**src/rtl/regfile_sb_pkg.sv**
```systemverilog
// Shared sizing constants for the register file and its write scoreboard.
package regfile_sb_pkg;

  localparam int unsigned DATA_WIDTH   = 32;
  localparam int unsigned ADDR_WIDTH   = 5;
  localparam int unsigned SB_CNT_WIDTH = 2;

endpackage

```
**src/rtl/regfile_sb_sb_counter.sv**
```systemverilog
// Per-register pending-write counter: one issue increment and up to two releases per cycle.
// Out-of-range results clamp to 0 or max and raise a one-cycle err pulse.
module sb_counter
  import regfile_sb_pkg::*;
#(
  parameter int unsigned CNT_WIDTH = SB_CNT_WIDTH
) (
  input  logic                 clk,
  input  logic                 rst,
  input  logic                 inc,
  input  logic                 dec1,
  input  logic                 dec2,
  output logic [CNT_WIDTH-1:0] count,
  output logic                 nonzero,
  output logic                 full,
  output logic                 err
);

  localparam int unsigned SumWidth = CNT_WIDTH + 1;
  localparam logic [CNT_WIDTH-1:0] CntMax = '1;

  logic [SumWidth-1:0]  up;
  logic [SumWidth-1:0]  down;
  logic [SumWidth-1:0]  diff;
  logic [CNT_WIDTH-1:0] count_d;

  // One spare bit so both the +1 and the -2 extremes are representable before clamping.
  always_comb begin
    up      = {1'b0, count} + SumWidth'(inc);
    down    = SumWidth'(dec1) + SumWidth'(dec2);
    diff    = up - down;
    count_d = diff[CNT_WIDTH-1:0];
    err     = 1'b0;
    if (up < down) begin
      count_d = '0;
      err     = 1'b1;
    end else if (diff > {1'b0, CntMax}) begin
      count_d = CntMax;
      err     = 1'b1;
    end
  end

  always_ff @(posedge clk) begin
    if (rst) begin
      count <= '0;
    end else begin
      count <= count_d;
    end
  end

  assign nonzero = |count;
  assign full    = &count;

endmodule

```
**src/rtl/regfile_sb.sv**
```systemverilog
// Architectural register file with an in-flight write scoreboard and decode stall.
// Define REGFILE_SB_BYPASS_EN to forward the write-back data to the read ports.
module regfile_sb #(
  parameter int unsigned DATA_WIDTH = regfile_sb_pkg::DATA_WIDTH,
  parameter int unsigned ADDR_WIDTH = regfile_sb_pkg::ADDR_WIDTH,
  parameter int unsigned CNT_WIDTH  = regfile_sb_pkg::SB_CNT_WIDTH
) (
  input  logic                  clk,
  input  logic                  rst,
  input  logic                  wb_wen,
  input  logic [ADDR_WIDTH-1:0] wb_rd,
  input  logic [DATA_WIDTH-1:0] wb_data,
  input  logic                  wb_kill,
  input  logic [ADDR_WIDTH-1:0] wb_kill_rd,
  input  logic [ADDR_WIDTH-1:0] rs1_addr,
  input  logic [ADDR_WIDTH-1:0] rs2_addr,
  input  logic                  rs1_used,
  input  logic                  rs2_used,
  output logic [DATA_WIDTH-1:0] rs1_data,
  output logic [DATA_WIDTH-1:0] rs2_data,
  input  logic                  issue_valid,
  input  logic                  issue_wen,
  input  logic [ADDR_WIDTH-1:0] issue_rd,
  output logic                  stall,
  output logic                  sb_err
);

  import regfile_sb_pkg::*;

  localparam int unsigned NumRegs = 2 ** ADDR_WIDTH;

  logic [DATA_WIDTH-1:0] regs [NumRegs];

  logic [NumRegs-1:0][CNT_WIDTH-1:0] cnt;
  logic [NumRegs-1:0] cnt_nz;
  logic [NumRegs-1:0] cnt_full;
  logic [NumRegs-1:0] cnt_err;

  logic match1, match2;
  logic byp1, byp2;
  logic haz1, haz2, waw;
  logic sb_err_q;

  // Entry 0 is cleared by reset and never written, so it always reads back zero.
  always_ff @(posedge clk) begin
    if (rst) begin
      for (int i = 0; i < NumRegs; i++) begin
        regs[i] <= '0;
      end
    end else if (wb_wen && (wb_rd != '0)) begin
      regs[wb_rd] <= wb_data;
    end
  end

  assign cnt[0]      = '0;
  assign cnt_nz[0]   = 1'b0;
  assign cnt_full[0] = 1'b0;
  assign cnt_err[0]  = 1'b0;

  for (genvar r = 1; r < NumRegs; r++) begin : g_cnt
    logic inc_r, dec1_r, dec2_r;

    assign inc_r  = issue_valid && issue_wen && !stall && (issue_rd == ADDR_WIDTH'(r));
    assign dec1_r = wb_wen && (wb_rd == ADDR_WIDTH'(r));
    assign dec2_r = wb_kill && (wb_kill_rd == ADDR_WIDTH'(r));

    sb_counter #(
      .CNT_WIDTH(CNT_WIDTH)
    ) u_cnt (
      .clk    (clk),
      .rst    (rst),
      .inc    (inc_r),
      .dec1   (dec1_r),
      .dec2   (dec2_r),
      .count  (cnt[r]),
      .nonzero(cnt_nz[r]),
      .full   (cnt_full[r]),
      .err    (cnt_err[r])
    );
  end

`ifdef REGFILE_SB_BYPASS_EN
  assign match1 = wb_wen && (wb_rd == rs1_addr) && (rs1_addr != '0);
  assign match2 = wb_wen && (wb_rd == rs2_addr) && (rs2_addr != '0);
  // Only the last outstanding write may be forwarded; older producers still hold decode.
  assign byp1   = match1 && (cnt[rs1_addr] == CNT_WIDTH'(1));
  assign byp2   = match2 && (cnt[rs2_addr] == CNT_WIDTH'(1));
`else
  logic unused_cnt;
  assign match1     = 1'b0;
  assign match2     = 1'b0;
  assign byp1       = 1'b0;
  assign byp2       = 1'b0;
  assign unused_cnt = ^cnt;
`endif

  always_comb begin
    rs1_data = '0;
    rs2_data = '0;
    if (match1) begin
      rs1_data = wb_data;
    end else if (rs1_addr != '0) begin
      rs1_data = regs[rs1_addr];
    end
    if (match2) begin
      rs2_data = wb_data;
    end else if (rs2_addr != '0) begin
      rs2_data = regs[rs2_addr];
    end
  end

  assign haz1  = rs1_used && (rs1_addr != '0) && cnt_nz[rs1_addr] && !byp1;
  assign haz2  = rs2_used && (rs2_addr != '0) && cnt_nz[rs2_addr] && !byp2;
  assign waw   = issue_wen && cnt_full[issue_rd];
  assign stall = issue_valid && (haz1 || haz2 || waw);

  always_ff @(posedge clk) begin
    if (rst) begin
      sb_err_q <= 1'b0;
    end else if (|cnt_err) begin
      sb_err_q <= 1'b1;
    end
  end

  assign sb_err = sb_err_q;

endmodule
```
**config.mk**
```make
export PLATFORM = sky130hd
export DESIGN_NAME = regfile_sb
export DESIGN_NICKNAME = d
export VERILOG_FILES = /design/src/rtl/regfile_sb_pkg.sv /design/src/rtl/regfile_sb_sb_counter.sv /design/src/rtl/regfile_sb.sv
export SDC_FILE = /design/constraint.sdc
export NUM_CORES = 2
export LEC_CHECK = 0
export CAP_MARGIN = 20
export CORE_MARGIN = 2
export CORE_UTILIZATION = 50
export CTS_CLUSTER_SIZE = 16
export DETAILED_ROUTE_END_ITERATION = 7
export GPL_TIMING_DRIVEN = 1
export MAX_ROUTING_LAYER = met4
export PLACE_DENSITY = 0.66
export SYNTH_ARGS = -nofsm -noshare
export SYNTH_HDL_FRONTEND = slang
export SYNTH_SLANG_ARGS = --single-unit
```
**constraint.sdc**
```tcl
create_clock -name clk -period 7 [get_ports clk]
set_clock_uncertainty 0.05 [all_clocks]
set_input_delay 0.7 -clock clk [delete_from_list [all_inputs] [get_ports clk]]
set_output_delay 0.7 -clock clk [all_outputs]
set_load 0.02 [all_outputs]
```
# After elaboration in Yosys (flattened, before gate mapping)

Memory sizes are Yosys's and may differ from the RTL's.
Index checks and enable logic that the tools add are counted.

Register bits: 63
Bits in writable memories: 1024
Input port bits: 65
Output and inout port bits: 66
Logic and storage cells: 596
Memories: 1

Memory list:

| memory | words | bits a word | rd ports | clocked after memory_dff | wr ports | line             | text |
|---|---|---|---|---|---|---|---|
| regs   | 32    | 32          | 2        | 0                        | 32       | regfile_sb.sv:32 | `logic [DATA_WIDTH-1:0] regs [NumRegs];` |

Add/sub/neg operators: 93
Magnitude comparators: 65
Equality and inequality tests: 93
Multiplexer cells: 109
Reductions and logical operators: 203

Operator list:

| operator             | number |
|---|---|
| $eq A5 B5 Y1 const B | 48 |
| $reduce_or A2 Y1     | 62 |
| $eq A5 B4 Y1 const B | 24 |
| $logic_and A1 B1 Y1  | 102 |
| $mux W32             | 3 |
| $add A2 B1 Y3        | 31 |
| $gt A3 B2 Y1 const B | 31 |
| $lt A3 B3 Y1         | 31 |
| $sub A3 B3 Y3        | 31 |
| $mux W1              | 71 |
| $add A1 B1 Y2        | 31 |
| $mux W2              | 31 |
| $reduce_and A2 Y1    | 31 |
| $eq A5 B3 Y1 const B | 12 |
| $reduce_or A32 Y1    | 1 |
| $reduce_or A31 Y1    | 1 |
| $eq A5 B2 Y1 const B | 6 |
| $lt A5 B6 Y1 const B | 3 |
| $bmux W1 S5          | 3 |
| $eq A5 B1 Y1 const B | 3 |
| $reduce_bool A5 Y1   | 3 |
| $mux W5              | 1 |
| $logic_or A1 B1 Y1   | 2 |
| $logic_not A1 Y1     | 1 |

# Logic depth before layout (Yosys ltp)

Depth in word-level cells: 16
Gate-level depth with buffers: 19
Depth with buffers taken out: 16

# Modules after synthesis

From an unflattened synthesis, not the netlist that was laid out.

Cell total of the unflattened synthesis: 4327
Area, all modules: 62508.7 um2

Modules (own cells, without submodules):

| module     | instances | cells an instance | area each (um2) | seq. area each (um2) |
|---|---|---|---|---|
| regfile_sb | 1         | 3645              | 55953.7         | 30769.5 |
| sb_counter | 31        | 22                | 211.5           | 40.0 |

# Worst setup path before layout

OpenSTA, ideal clock, no wires.

Kind: input -> register
Start point: input port issue_rd[0]
End point: register sb_err_q, in the netlist sb_err
Setup time: 0.129 ns
Arrival: 4.300 ns
Data required time: 6.821 ns
Setup slack: 2.521 ns
Stages: 18
Buffers on the path: 2
Cells stage by stage: buf_2 -> nand4b_1 -> a21oi_1 -> or4_4 -> a2111oi_4 -> a21oi_2 -> o211ai_2 -> buf_4 -> nor4_1 -> ha_1 -> ha_1 -> inv_1 -> fa_1 -> xnor2_1 -> nand4_1 -> or4_1 -> nor3_1 -> a31oi_1

Word-level cells in the longest chain between the ends: 14
Elaborated cells on any way between the ends: 256
Classes of those cells: 62 x add/sub; 62 x order compare; 31 x eq/ne; 64 x mux; 37 x reduce/logical

Ends and longest elaborated chain:

| what                             | line                        | text |
|---|---|---|
| from (decl)                      | regfile_sb.sv:23            | `input logic [ADDR_WIDTH-1:0] issue_rd,` |
| $bmux W1 S5                      | regfile_sb.sv:114           | `assign waw = issue_wen && cnt_full[issue_rd];` |
| $mux W1 (implied by the code)    | regfile_sb.sv:114           |  |
| $logic_and A1 B1 Y1              | regfile_sb.sv:114           |  |
| $logic_or A1 B1 Y1               | regfile_sb.sv:115           | `assign stall = issue_valid && (haz1 \|\| haz2 \|\| waw);` |
| $logic_and A1 B1 Y1              | regfile_sb.sv:115           |  |
| $logic_not A1 Y1                 | regfile_sb.sv:63            | `assign inc_r = issue_valid && issue_wen && !stall && (issue_rd == ADDR_WIDTH'(r));` |
| $logic_and A1 B1 Y1 (2 in a row) | regfile_sb.sv:63            |  |
| $add A2 B1 Y3                    | regfile_sb_sb_counter.sv:29 | `up = {1'b0, count} + SumWidth'(inc);` |
| $sub A3 B3 Y3                    | regfile_sb_sb_counter.sv:31 | `diff = up - down;` |
| $gt A3 B2 Y1                     | regfile_sb_sb_counter.sv:37 | `end else if (diff > {1'b0, CntMax}) begin` |
| $mux W1                          | regfile_sb_sb_counter.sv:37 |  |
| $mux W1                          | regfile_sb_sb_counter.sv:34 | `if (up < down) begin` |
| $reduce_or A31 Y1 (*)            | regfile_sb.sv:120           | `end else if (\|cnt_err) begin` |
| to (signal assigned)             | regfile_sb.sv:119           | `sb_err_q <= 1'b0;` |
| to (signal assigned)             | regfile_sb.sv:121           | `sb_err_q <= 1'b1;` |
| to (decl)                        | regfile_sb.sv:42            | `logic sb_err_q;` |

Mark *: on every way between the ends. The rest lies on a longest branch, timed or not. The select of a mux whose other input is x is not followed.
A chain may end at the register's enable or synchronous reset.

# Final worst setup path

Ends and elaborated chain as after synthesis.

==> flow_results.org <==
** Drt
- Post-route DRC violation count :: 0
- For this run, the detailed router's first-pass iteration total came to 6.
- In the final routed layout, each cell accounts on average for 33.7 um.
- The count of nets left with antenna violations once routing finished came out at 0.
- Detailed router's first-iteration violation count :: roughly 5000
- Sum of routed wire length over all layers :: 198 mm
- Via density :: 6.53
- Summing over every cut layer, the via total after detailed routing is 38290.

** Critical path
- The endpoint identified for the worst register-to-register timing path is sb_err.
- STA puts the critical path data required time at around 7.5 ns.
- Highest fanout seen on the critical path :: 28
- Critical path cell sequence :: clkdlybuf4s50_1, buf_4, nor2b_1, and3_1, a311o_1, a2111oi_4, a21oi_2, o211ai_4, nor4_1, ha_1, ha_1, inv_1, fa_1, xnor2_1, nand4_1, or4_1, nor3_1, a31oi_1
- The largest individual stage delay along the critical path comes from the cell sky130_fd_sc_hd__clkdlybuf4s50_1.
- The worst register-to-register path has a setup slack of 1.97 ns.
- The worst setup path is captured at a flip-flop.
- Data arrival, critical path :: 6.04 ns
- Crit path launch type :: primary input
- Counting both buffers and inverters, the worst setup path holds a total of 3.
- Reg2Reg Launch Point :: g_cnt[24].u_cnt.count[1]
- The most numerous cell type found on the critical path is sky130_fd_sc_hd__ha_1.
- The critical path crosses 18 cells after its start point.
- Worst Setup EP :: sb_err
- Kind of critical path :: in -> reg
- On the worst path, the slowest cell contributes a delay of 0.81 ns.
- The cell family contributing the most delay on the critical path is simple AND/OR/NAND/NOR gates.
- R2r worst-path depth :: 15
- The critical path starts at issue_rd[0].

** Floorplanning
- From left edge to right edge, the die measures 355 um.
- For this design the top-level I/O count stands at 131.
- Die outline area :: 126000 um2
- Cell row count :: roughly 130
- Core Box Area :: 122000 um2
- Once the floorplan was initialized, standard cells occupied about half of the core.
- The die is 355 um tall.

** Placed design
- The wire-length estimate of the detail-placed layout is 115 mm.
- Cell Area, Placed :: 64600 um2
- The number of placed instances, taps included, is 5644.
- At the end of routability-driven placement, the weighted congestion stood at just under 1.
- IO buf count :: 130

** Clocking
- CTS H-Tree Depth :: 3
- CTS Buffer Depth :: 3
- The tree is rooted in a sky130_fd_sc_hd__clkbuf_16.
- Clock sink count :: 1087
- CTS clock-pin slew for the worst setup and hold paths :: 0.06 ns
- Clock latency on the worst-skew pair, taken at its later pin, is 0.71 ns.
- Number of buffers added by the clock tree synthesis step :: 116
- Clock tree from TritonCTS :: built
- After clock tree synthesis, the repair step resized 0 gates.
- Post-CTS repair timing setup buffer count :: 0
- Buffers inserted to repair hold after CTS numbered 0.

** Global route
- Number of global-route vias before repair :: a little under 40000
- Top Usage Layer GRT :: met2
- Global routing finished with a remaining overflow of 0.
- The first global-routing pass estimated 283 mm of wire.
- Global routing used between 50% and 60% of the available met2 tracks.
- Initial antenna violation count :: 17
- Global routing used 41.2% of the available met1 tracks.
- Across every metal layer, demand over resource in global routing totals 32.6%.
- Pin count of the biggest net entering global routing :: 111
- Global Route met3 Usage :: 5.84%

** Cells and area
- Area growth syn-to-layout :: 10.5%
- In the final layout, the multi-input gates occupy 27800 um2.
- The post-route netlist has 23.0% of its cells at a drive strength greater than 1.
- Final instance count without filler cells :: 5866
- In the final design database the tool counted 4389 nets.
- The finished cells cover 68200 um2.
- Sequential standard cell area :: 32000 um2
- After filler insertion, the fill cell instance count of the layout stands at 9611.

** Synthesis
- In the synthesized netlist the dominant register cell turns out to be sky130_fd_sc_hd__edfxtp_1.
- Synthesis produced 4148 cells.
- The commonest cells after synthesis are sky130_fd_sc_hd__edfxtp_1 (1024), sky130_fd_sc_hd__and2_1 (993), sky130_fd_sc_hd__mux4_2 (643).
- Synth top area cells :: sky130_fd_sc_hd__edfxtp_1 (50%), sky130_fd_sc_hd__mux4_2 (23%), sky130_fd_sc_hd__and2_1 (10%)
- Counting flops with an async set or reset pin after synthesis yields a share of 0%.
- Post-synth design cell area :: 61700 um2
- Avg Cell Area, Syn :: between 10 and 15 um2
- Sequential elements use around half of the synthesized area.
- In this run, synthesis inferred 1024 flip-flops with an integrated enable.
- The Yosys step of the flow raised 0 warnings.
- Largest area contributor in the synthesized netlist :: sky130_fd_sc_hd__edfxtp_1
- By instance count, the leading cell after synthesis is sky130_fd_sc_hd__edfxtp_1.
- Synth cell types :: 59
- After synthesis, the largest area contributor takes up 49.8% of total cell area.
- Number of storage elements in the synthesis netlist :: 1087

** Timing
- Setup-failing EPs final :: 0
- Hold timing on the final database bottoms out at a slack of slightly below 0.6 ns.
- Shortest clock period the worst path allows after layout :: approximately 5.5 ns
- The hold violation total from the final report came to 0.
- Final count of pins violating max slew :: 0
- RSZ-0062 raised after global routing :: no
- Measured slew at the worst slew-check pin :: 1.15 ns
- For this run, the top clock speed supported by timing is around 0.18 GHz.
- The worst path uses 79.0% of the clock period.
- Slew Limit Headroom :: 23.2%
- Setup TNS :: 0 ns

** Pwr
- Net Sw Power :: approximately 4.0 mW
- In this run, the combinational gates consume approximately 14% of the power.
- Clk network pwr share :: a little under two fifths
- Switching Fraction :: 25.4%
- Per report_power, the sequential group accounts for 48.7% of the total.
- The analysis attributes to cell leakage a power of 23.5 nW.
- Peak supply drop :: slightly below 200 uV
- Internal power comes to 11.7 mW.
- In this run the power density over the cells is 230 nW/um2.

** Min path
- In this run the worst hold path is classified as in -> reg.

** Status
- The run finished with clean final reports.

** Flow run
- Across the run, the number of max-cap violations was 0.
-- worst min-delay path by stage --
stage	end	cells after the start	slack, ns	from
global placement	g_cnt[5].u_cnt.count[0]	4	0.80	g_cnt[5].u_cnt.count[0]
global route	regs[0][28]	1	0.57	rst
detailed placement	g_cnt[26].u_cnt.count[0]	4	0.81	g_cnt[26].u_cnt.count[0]
floorplan	g_cnt[3].u_cnt.count[0]	3	0.72	g_cnt[3].u_cnt.count[1]
CTS	regs[0][28]	1	0.55	rst
finish	regs[0][28]	1	0.58	rst
-- power groups by stage --
stage	Combinational (mW)	Clock, mW	Sequential (mW)
2_1_floorplan	1.39	0	7.70
3_3_place_gp	2.15	0	7.75
3_5_place_dp	2.16	0	7.78
4_1_cts	2.17	5.91	7.64
5_1_grt	2.27	6.16	7.69
6_report	2.17	5.88	7.65
-- cells by family (layout without fill, tap and decap cells) --
group / count (synthesis) / count (layout) / synth area share [%]
xor gates and xnor gates: 31 / 31 / 0.440
AOI/OAI and AO/OA: 200 / 200 / 2.01
buffers and inverters: 549 / 601 / 3.64
other: 1 / 42 / 0.00608
DFF: 1087 / 1087 / 51.9
and+or+nand+nor: 1417 / 1417 / 13.5
muxes: 677 / 677 / 24.0
adders and majority gates: 186 / 186 / 4.53
-- layout by cell type (no fill, tap or decap), types with 6 or more instances in the layout --
cell	instances
sky130_fd_sc_hd__nand4_1	19
sky130_fd_sc_hd__a21oi_1	85
sky130_fd_sc_hd__clkdlybuf4s50_1	120
sky130_fd_sc_hd__buf_12	8
sky130_fd_sc_hd__o21ai_0	9
sky130_fd_sc_hd__o21ai_1	32
sky130_fd_sc_hd__nand3b_1	9
sky130_fd_sc_hd__buf_4	93
sky130_fd_sc_hd__o31ai_1	32
sky130_fd_sc_hd__mux4_2	643
sky130_fd_sc_hd__ha_1	124
sky130_fd_sc_hd__clkbuf_16	116
sky130_fd_sc_hd__and2_1	993
sky130_fd_sc_hd__nor2_1	123
sky130_fd_sc_hd__clkinv_1	29
sky130_fd_sc_hd__or2_2	32
sky130_fd_sc_hd__nand2b_1	35
sky130_fd_sc_hd__clkbuf_1	37
sky130_fd_sc_hd__a211oi_1	10
sky130_fd_sc_hd__nor2b_1	7
sky130_fd_sc_hd__nor3_1	29
sky130_fd_sc_hd__diode_2	10
sky130_fd_sc_hd__edfxtp_1	1024
sky130_fd_sc_hd__conb_1	32
sky130_fd_sc_hd__nand3_1	25
sky130_fd_sc_hd__nand2_1	62
sky130_fd_sc_hd__clkinv_2	15
sky130_fd_sc_hd__mux2i_1	34
sky130_fd_sc_hd__dfxtp_1	63
sky130_fd_sc_hd__nor4_1	31
sky130_fd_sc_hd__bufinv_16	6
sky130_fd_sc_hd__fa_1	62
sky130_fd_sc_hd__xnor2_1	31
sky130_fd_sc_hd__inv_1	158
sky130_fd_sc_hd__nor2_4	32
-- layer usage --
metal	routed length, um	vias to the layer above	share of wire, %
li1	-	15646	-
met1	72600	19914	37
met2	97300	2235	49
met3	18700	495	9.5
met4	9220	0	4.7
met5	0	-	0
-- through the flow --
stage	utilization (%)	worst slack, ns	power, mW
2_1_floorplan	-	2.52	9.09
3_3_place_gp	52.9	0.920	9.90
3_5_place_dp	52.9	0.881	9.94
4_1_cts	55.8	1.39	15.7
5_1_grt	55.8	1.22	16.1
6_report	55.9	1.47	15.7
-- flip-flops by register name (all words and copies together), names as in the netlist --
signal,count
sb_err,1
regs,1024
g_cnt.u_cnt.count,62
-- layout make-up --
type | instances | share of cell area [%]
Timing Repair Buffer | 228 | 3.17
Clock buffer | 155 | 4.50
Antenna cell | 10 | 0.0367
Multi-Input combinational cell | 2543 | 40.8
Clock inverter | 56 | 0.655
Sequential cell | 1087 | 47.0
Inverter | 162 | 0.899
Tap cell | 1625 | 2.98
No activity file was read; power rests on OpenSTA's default activity.
